$ cat src/rtl/quad_switch_allocator.sv
// quad_switch_allocator
//   Multicast switch allocator for the 5-port quadtree router
//   (children 0-3 on mask bits 0-3, parent/local on bit 4).
//   Every cycle it picks a conflict-free set of head flits using
//   round-robin priority and drives registered per-input grant/drop pulses
//   plus per-output crossbar valid/select fields.
//
//   Build option: define SA_AGING_EN to add per-input saturating age
//   counters. Inputs whose age reaches STARVE_LIMIT are searched first,
//   ahead of the round-robin rotation. Without the macro, plain round-robin
//   from the pointer is used and the port list is unchanged.
//
//   A granted or dropped input is ineligible for exactly one cycle (the
//   pulse cycle), giving the requester time to present its next flit.
module quad_switch_allocator #(
    parameter int NUM_PORT     = 5,
    parameter int SEL_WIDTH    = 3,
    parameter int STARVE_LIMIT = 15
) (
    input  logic                          clk_i,
    input  logic                          rst_i,
    input  logic [NUM_PORT-1:0]           req_valid_i,
    input  logic [NUM_PORT*NUM_PORT-1:0]  req_port_i,
    input  logic [NUM_PORT-1:0]           out_ready_i,
    output logic [NUM_PORT-1:0]           grant_o,
    output logic [NUM_PORT-1:0]           drop_o,
    output logic [NUM_PORT-1:0]           out_valid_o,
    output logic [NUM_PORT*SEL_WIDTH-1:0] out_sel_o
);

    localparam int PTR_W = $clog2(NUM_PORT);

    logic [NUM_PORT-1:0]           grant_q,     grant_d;
    logic [NUM_PORT-1:0]           drop_q,      drop_d;
    logic [NUM_PORT-1:0]           out_valid_q, out_valid_d;
    logic [NUM_PORT*SEL_WIDTH-1:0] out_sel_q,   out_sel_d;
    logic [PTR_W-1:0]              ptr_q,       ptr_d;

    logic [NUM_PORT-1:0] mask [NUM_PORT];
    logic [NUM_PORT-1:0] eligible;
    logic [NUM_PORT-1:0] starving;

    // Arbitration scratch variables
    logic [NUM_PORT-1:0] claimed;
    logic                rr_found;
    logic                pass_ok;
    int                  idx;

    // Unpack the per-input route masks
    always_comb begin
        for (int i = 0; i < NUM_PORT; i++) begin
            mask[i] = req_port_i[i*NUM_PORT +: NUM_PORT];
        end
    end

    // An input sitting in its grant/drop pulse cycle is not eligible
    always_comb begin
        eligible = req_valid_i & ~grant_q & ~drop_q;
    end

`ifdef SA_AGING_EN
    localparam int AGE_W = $clog2(STARVE_LIMIT + 1);

    logic [AGE_W-1:0] age_q [NUM_PORT];
    logic [AGE_W-1:0] age_d [NUM_PORT];

    // Inputs at the age ceiling jump ahead of the rotation
    always_comb begin
        for (int i = 0; i < NUM_PORT; i++) begin
            starving[i] = (age_q[i] == AGE_W'(STARVE_LIMIT));
        end
    end

    // Age grows while an eligible, routable input loses; it saturates at the limit
    always_comb begin
        for (int i = 0; i < NUM_PORT; i++) begin
            age_d[i] = age_q[i];
            if (!req_valid_i[i] || grant_d[i] || drop_d[i]) begin
                age_d[i] = '0;
            end else if (eligible[i] && (mask[i] != '0) &&
                         (age_q[i] != AGE_W'(STARVE_LIMIT))) begin
                age_d[i] = age_q[i] + AGE_W'(1);
            end
        end
    end

    // Age counter registers
    always_ff @(posedge clk_i or posedge rst_i) begin
        if (rst_i) begin
            for (int i = 0; i < NUM_PORT; i++) begin
                age_q[i] <= '0;
            end
        end else begin
            for (int i = 0; i < NUM_PORT; i++) begin
                age_q[i] <= age_d[i];
            end
        end
    end
`else
    logic [31:0] unused_starve_limit;

    assign unused_starve_limit = STARVE_LIMIT;

    // No aging: nobody ever jumps the rotation
    always_comb begin
        starving = '0;
    end
`endif

    // Allocation: slots 0..N-1 visit starving inputs in ascending order,
    // slots N..2N-1 visit the remaining inputs in rotation from ptr.
    // A multicast request is granted whole or not at all.
    always_comb begin
        grant_d     = '0;
        drop_d      = '0;
        out_sel_d   = '0;
        ptr_d       = ptr_q;
        claimed     = '0;
        rr_found    = 1'b0;
        pass_ok     = 1'b0;
        idx         = 0;

        for (int i = 0; i < NUM_PORT; i++) begin
            if (eligible[i] && (mask[i] == '0)) begin
                drop_d[i] = 1'b1;
            end
        end

        for (int s = 0; s < 2*NUM_PORT; s++) begin
            if (s < NUM_PORT) begin
                idx     = s;
                pass_ok = starving[idx];
            end else begin
                idx = int'(ptr_q) + s - NUM_PORT;
                if (idx >= NUM_PORT) begin
                    idx = idx - NUM_PORT;
                end
                pass_ok = ~starving[idx];
            end

            if (pass_ok && eligible[idx] && (mask[idx] != '0) &&
                ((mask[idx] & ~out_ready_i) == '0) &&
                ((mask[idx] & claimed) == '0)) begin
                grant_d[idx] = 1'b1;
                claimed      = claimed | mask[idx];
                for (int j = 0; j < NUM_PORT; j++) begin
                    if (mask[idx][j]) begin
                        out_sel_d[j*SEL_WIDTH +: SEL_WIDTH] = SEL_WIDTH'(idx);
                    end
                end
                // Only the first rotation-order winner moves the pointer
                if ((s >= NUM_PORT) && !rr_found) begin
                    rr_found = 1'b1;
                    ptr_d    = (idx == NUM_PORT - 1) ? '0 : PTR_W'(idx + 1);
                end
            end
        end

        out_valid_d = claimed;
    end

    // Output and pointer registers
    always_ff @(posedge clk_i or posedge rst_i) begin
        if (rst_i) begin
            grant_q     <= '0;
            drop_q      <= '0;
            out_valid_q <= '0;
            out_sel_q   <= '0;
            ptr_q       <= '0;
        end else begin
            grant_q     <= grant_d;
            drop_q      <= drop_d;
            out_valid_q <= out_valid_d;
            out_sel_q   <= out_sel_d;
            ptr_q       <= ptr_d;
        end
    end

    assign grant_o     = grant_q;
    assign drop_o      = drop_q;
    assign out_valid_o = out_valid_q;
    assign out_sel_o   = out_sel_q;

endmodule

$ cat config.mk
export PLATFORM = sky130hd
export DESIGN_NAME = quad_switch_allocator
export DESIGN_NICKNAME = d
export VERILOG_FILES = /design/src/rtl/quad_switch_allocator.sv
export SDC_FILE = /design/constraint.sdc
export NUM_CORES = 1
export LEC_CHECK = 0
export CAP_MARGIN = 20
export CORE_MARGIN = 10
export CORE_UTILIZATION = 50
export CTS_BUF_LIST = sky130_fd_sc_hd__clkbuf_8
export CTS_CLUSTER_DIAMETER = 80
export CTS_CLUSTER_SIZE = 40
export DETAILED_ROUTE_END_ITERATION = 12
export PLACE_DENSITY_LB_ADDON = 0.12
export SETUP_SLACK_MARGIN = 0.4
export SLEW_MARGIN = 0
export SYNTH_ARGS = -nofsm -noshare
export SYNTH_HDL_FRONTEND = slang
export SYNTH_SLANG_ARGS = --single-unit
$ cat constraint.sdc
create_clock -name clk_i -period 10.4 [get_ports clk_i]
set_input_delay 2.08 -clock clk_i [delete_from_list [all_inputs] [get_ports clk_i]]
set_output_delay 2.08 -clock clk_i [all_outputs]
set_load 0.02 [all_outputs]
==> flow_metrics.py <==
metrics = {
    "timing": {
        "setup_viol": 0,
        "setup-tns-final_ns": 0,
        "rsz0062_at_grt": "no",
        "hold_violations": 0,
        "max_freq_ghz": 0.1371,
        "max_slew_margin_pct": 27.18,
        "worstMarginPinSlew_ns": 1.087,
        "fin_worst_skew_ns": 0.01370,
        "fin_crit_ns": 7.293,
        "finalMaxSlewViolations": 0,
        "timing.final.crit_share_pct": 70.13,
    },
    "critical_path": {
        "critPathCaptureType": "flip-flop",
        "critPathMaxFanout": 25,
        "crit_top_cell": "a221oi_1",
        "cp_top_family": "compound AO/OA/AOI/OAI gates",
        "slowest_stage": "and2_1",
        "cp_cell_sequence": "inv_1 -> ha_2 -> clkinv_1 -> ha_1 -> o21bai_1 -> and2_1 -> a31oi_1 -> o22ai_1 -> and3_1 -> a221oi_1 -> a211oi_1 -> or2_0 -> o211ai_4 -> o21a_1 -> a221oi_1 -> o31ai_1",
        "start_kind": "flip-flop",
        "required_ns": 10.53,
        "timing.rr.start": "ptr_q[0]",
        "crit_type": "flip-flop to flip-flop",
        "critPathMaxStageDelay_ns": 0.76,
        "startpoint": "ptr_q[0]",
        "path_buf_inv": 2,
        "worstPathArrival_ns": 7.42,
    },
    "drt": {
        "ant_nets": 0,
        "dr.pass1.iters": 8,
        "drt-total-wl_um": 32780,
        "avgViaCountPerCell": 7.903,
        "drtIter0Drc": 1968,
        "drcViolationCount": 0,
        "via_count": 8551,
        "wl_per_cell_um": 30.30,
    },
    "logic_synthesis": {
        "synth_top_area_share_pct": 12.83,
        "synth_edf_count": 0,
        "synth_area_leader_cell": "dfrtp_1",
        "yosys_warnings": 0,
        "ys_top_cells_by_count": "nand2_1, a21oi_1, nor2_1",
        "synth_most_common_cell": "nand2_1",
        "syn_area_um2": 6435,
        "syn_nets": 948,
        "netlist_instances": 883,
        "seq_area_frac_synth_pct": 12.83,
        "async_flop_share_pct": 100.0,
        "syn_area_per_cell_um2": 7.288,
        "ys_types": 96,
        "synth_flop_cell": "dfrtp_1",
        "ys_ff_latch": 33,
        "synth_area_leaders": "dfrtp_1, ha_1, a21oi_1",
    },
    "clock_tree": {
        "cts_tree": "done",
        "htree_levels": 2,
        "cts_max_path_buffers": 2,
        "cts_buffers": 5,
        "path_clk_slew_ns": 0.08,
        "clk_latency_ns": 0.30,
        "cts_root_buf": "clkbuf_8",
        "cts_sinks": 33,
        "cts_setup_buffers": 0,
        "hold_buffers": 0,
        "ctsResizeCount": 0,
    },
    "worst_hold_path": {
        "worstHoldStart": "drop_o[1]",
        "hold_class": "flip-flop to flip-flop",
    },
    "grt": {
        "grt-ovfl-total": 0,
        "grt_usage_pct": 34.82,
        "antenna_found_initial": 0,
        "grt_pass1_wl_um": 48870,
        "grt_pass1_vias": 7863,
        "grt_start_max_net_pins": 80,
    },
    "flow_run": {
        "max-cap-violations": 0,
    },
    "die": {
        "fp-row-count": 41,
        "io_pins": 67,
        "fp.coreArea_um2": 12620,
        "die-width_um": 133.4,
        "dieArea_um2": 17810,
        "die_h_um": 133.4,
        "start_util_pct": 50.99,
    },
    "place": {
        "portBuffers": 66,
        "dp_hpwl_um": 24510,
        "routabilityCongestion": 1.102,
    },
    "final_layout": {
        "drive_above_1_share_pct": 8.571,
        "nets": 974,
        "diodes": 0,
        "area.growth.synth_to_final_pct": 11.88,
    },
    "status": {
        "status": "finished, final reports clean",
    },
}
==> path summary, 6_finish.rpt <==
check                               end  slack (ns)  depth (start not counted)
min in group asynchronous  out_sel_o[0]        2.17                          3
setup reg to reg           out_sel_o[3]        3.11                         16
setup / recovery           out_sel_o[3]        3.11                         16
max in group asynchronous      ptr_q[0]        7.91                          3
hold / removal                drop_o[1]        0.58                          2
hold reg to reg               drop_o[1]        0.58                          2
==> final cells by class <==
class                      instances  area (µm²)
multi-input combinational        748        5147
inverter                          40       150.1
fill                            1214        5420
timing repair buffer              81       773.2
clock inverter                     3       17.52
tap                              172       215.2
sequential                        33       827.0
clock buffer                       5       68.82
==> placed cells by master, fill, tap and decap left out, types with 8 or more instances in the layout <==
master / Yosys / final
nand2_1: 82 / 82
clkdlybuf4s50_1: 0 / 66
a21oi_1: 64 / 64
nor2_1: 55 / 55
o21ai_0: 51 / 51
nor3_1: 38 / 38
inv_1: 34 / 34
dfrtp_1: 33 / 32
nand3_1: 27 / 27
a31oi_1: 27 / 27
ha_1: 27 / 26
mux2i_1: 25 / 25
o22ai_1: 20 / 20
o31ai_1: 18 / 18
a32oi_1: 16 / 16
buf_4: 7 / 15
a211oi_1: 14 / 14
o32ai_1: 14 / 14
o211ai_1: 13 / 13
and2_1: 12 / 12
or3_1: 12 / 12
and3_1: 12 / 12
a21o_1: 10 / 10
o21ai_1: 9 / 9
a22oi_1: 8 / 8
or2_2: 8 / 8
nor4_1: 8 / 8
==> flip-flops by register name (all words and copies together), names as in the netlist <==
signal       count
grant_o          5
out_sel_o       15
ptr_q            3
drop_o           5
out_valid_o      5
==> routing by layer <==
| layer | vias to the layer above | track usage (%) | part of all wire, % |
|---|---|---|---|
| li1 | 3514 | - | - |
| met5 | - | 0 | 0 |
| met4 | 0 | 18.38 | 6.8 |
| met2 | 904 | 50.03 | 40 |
| met1 | 3920 | 44.21 | 36 |
| met3 | 213 | 12.89 | 17 |
==> cell families after synthesis <==
family,Yosys count,share of synthesized area (%)
fa+ha+maj,28,5.561
simple gates,315,25.70
compound gates,365,41.34
mux,29,5.153
flops,33,12.83
xor+xnor,11,2.197
buf+inv,102,7.214
==> worst reg2reg max path, stage by stage (launching register included) <==
cell      delay [ns]
dfrtp_2         0.41
inv_1           0.64
ha_2            0.55
clkinv_1        0.39
ha_1            0.61
o21bai_1        0.33
and2_1          0.76
a31oi_1         0.25
o22ai_1         0.40
and3_1          0.23
a221oi_1        0.06
a211oi_1        0.53
or2_0           0.51
o211ai_4        0.35
o21a_1          0.54
a221oi_1        0.43
o31ai_1         0.13
==> metrics by stage <==
stage | instance area [µm²] | utilization [%] | hold slack (ns) | instances | worst slack [ns]
after floorplan | 6435 | - | 0.6800 | 883 | 5.151
after global placement | 7113 | 56.37 | 0.5469 | 1074 | 3.439
after detailed placement | 7113 | 56.37 | 0.5648 | 1074 | 3.332
after CTS | 7199 | 57.05 | 0.5710 | 1082 | 3.535
after global routing | 7199 | 57.05 | 0.6061 | 1082 | 2.964
final | 7199 | 57.05 | 0.5822 | 1082 | 3.107
Power is left out: the tool's default activity adds up to more than one toggle a clock period on the data nets, which glitch-free logic cannot reach.
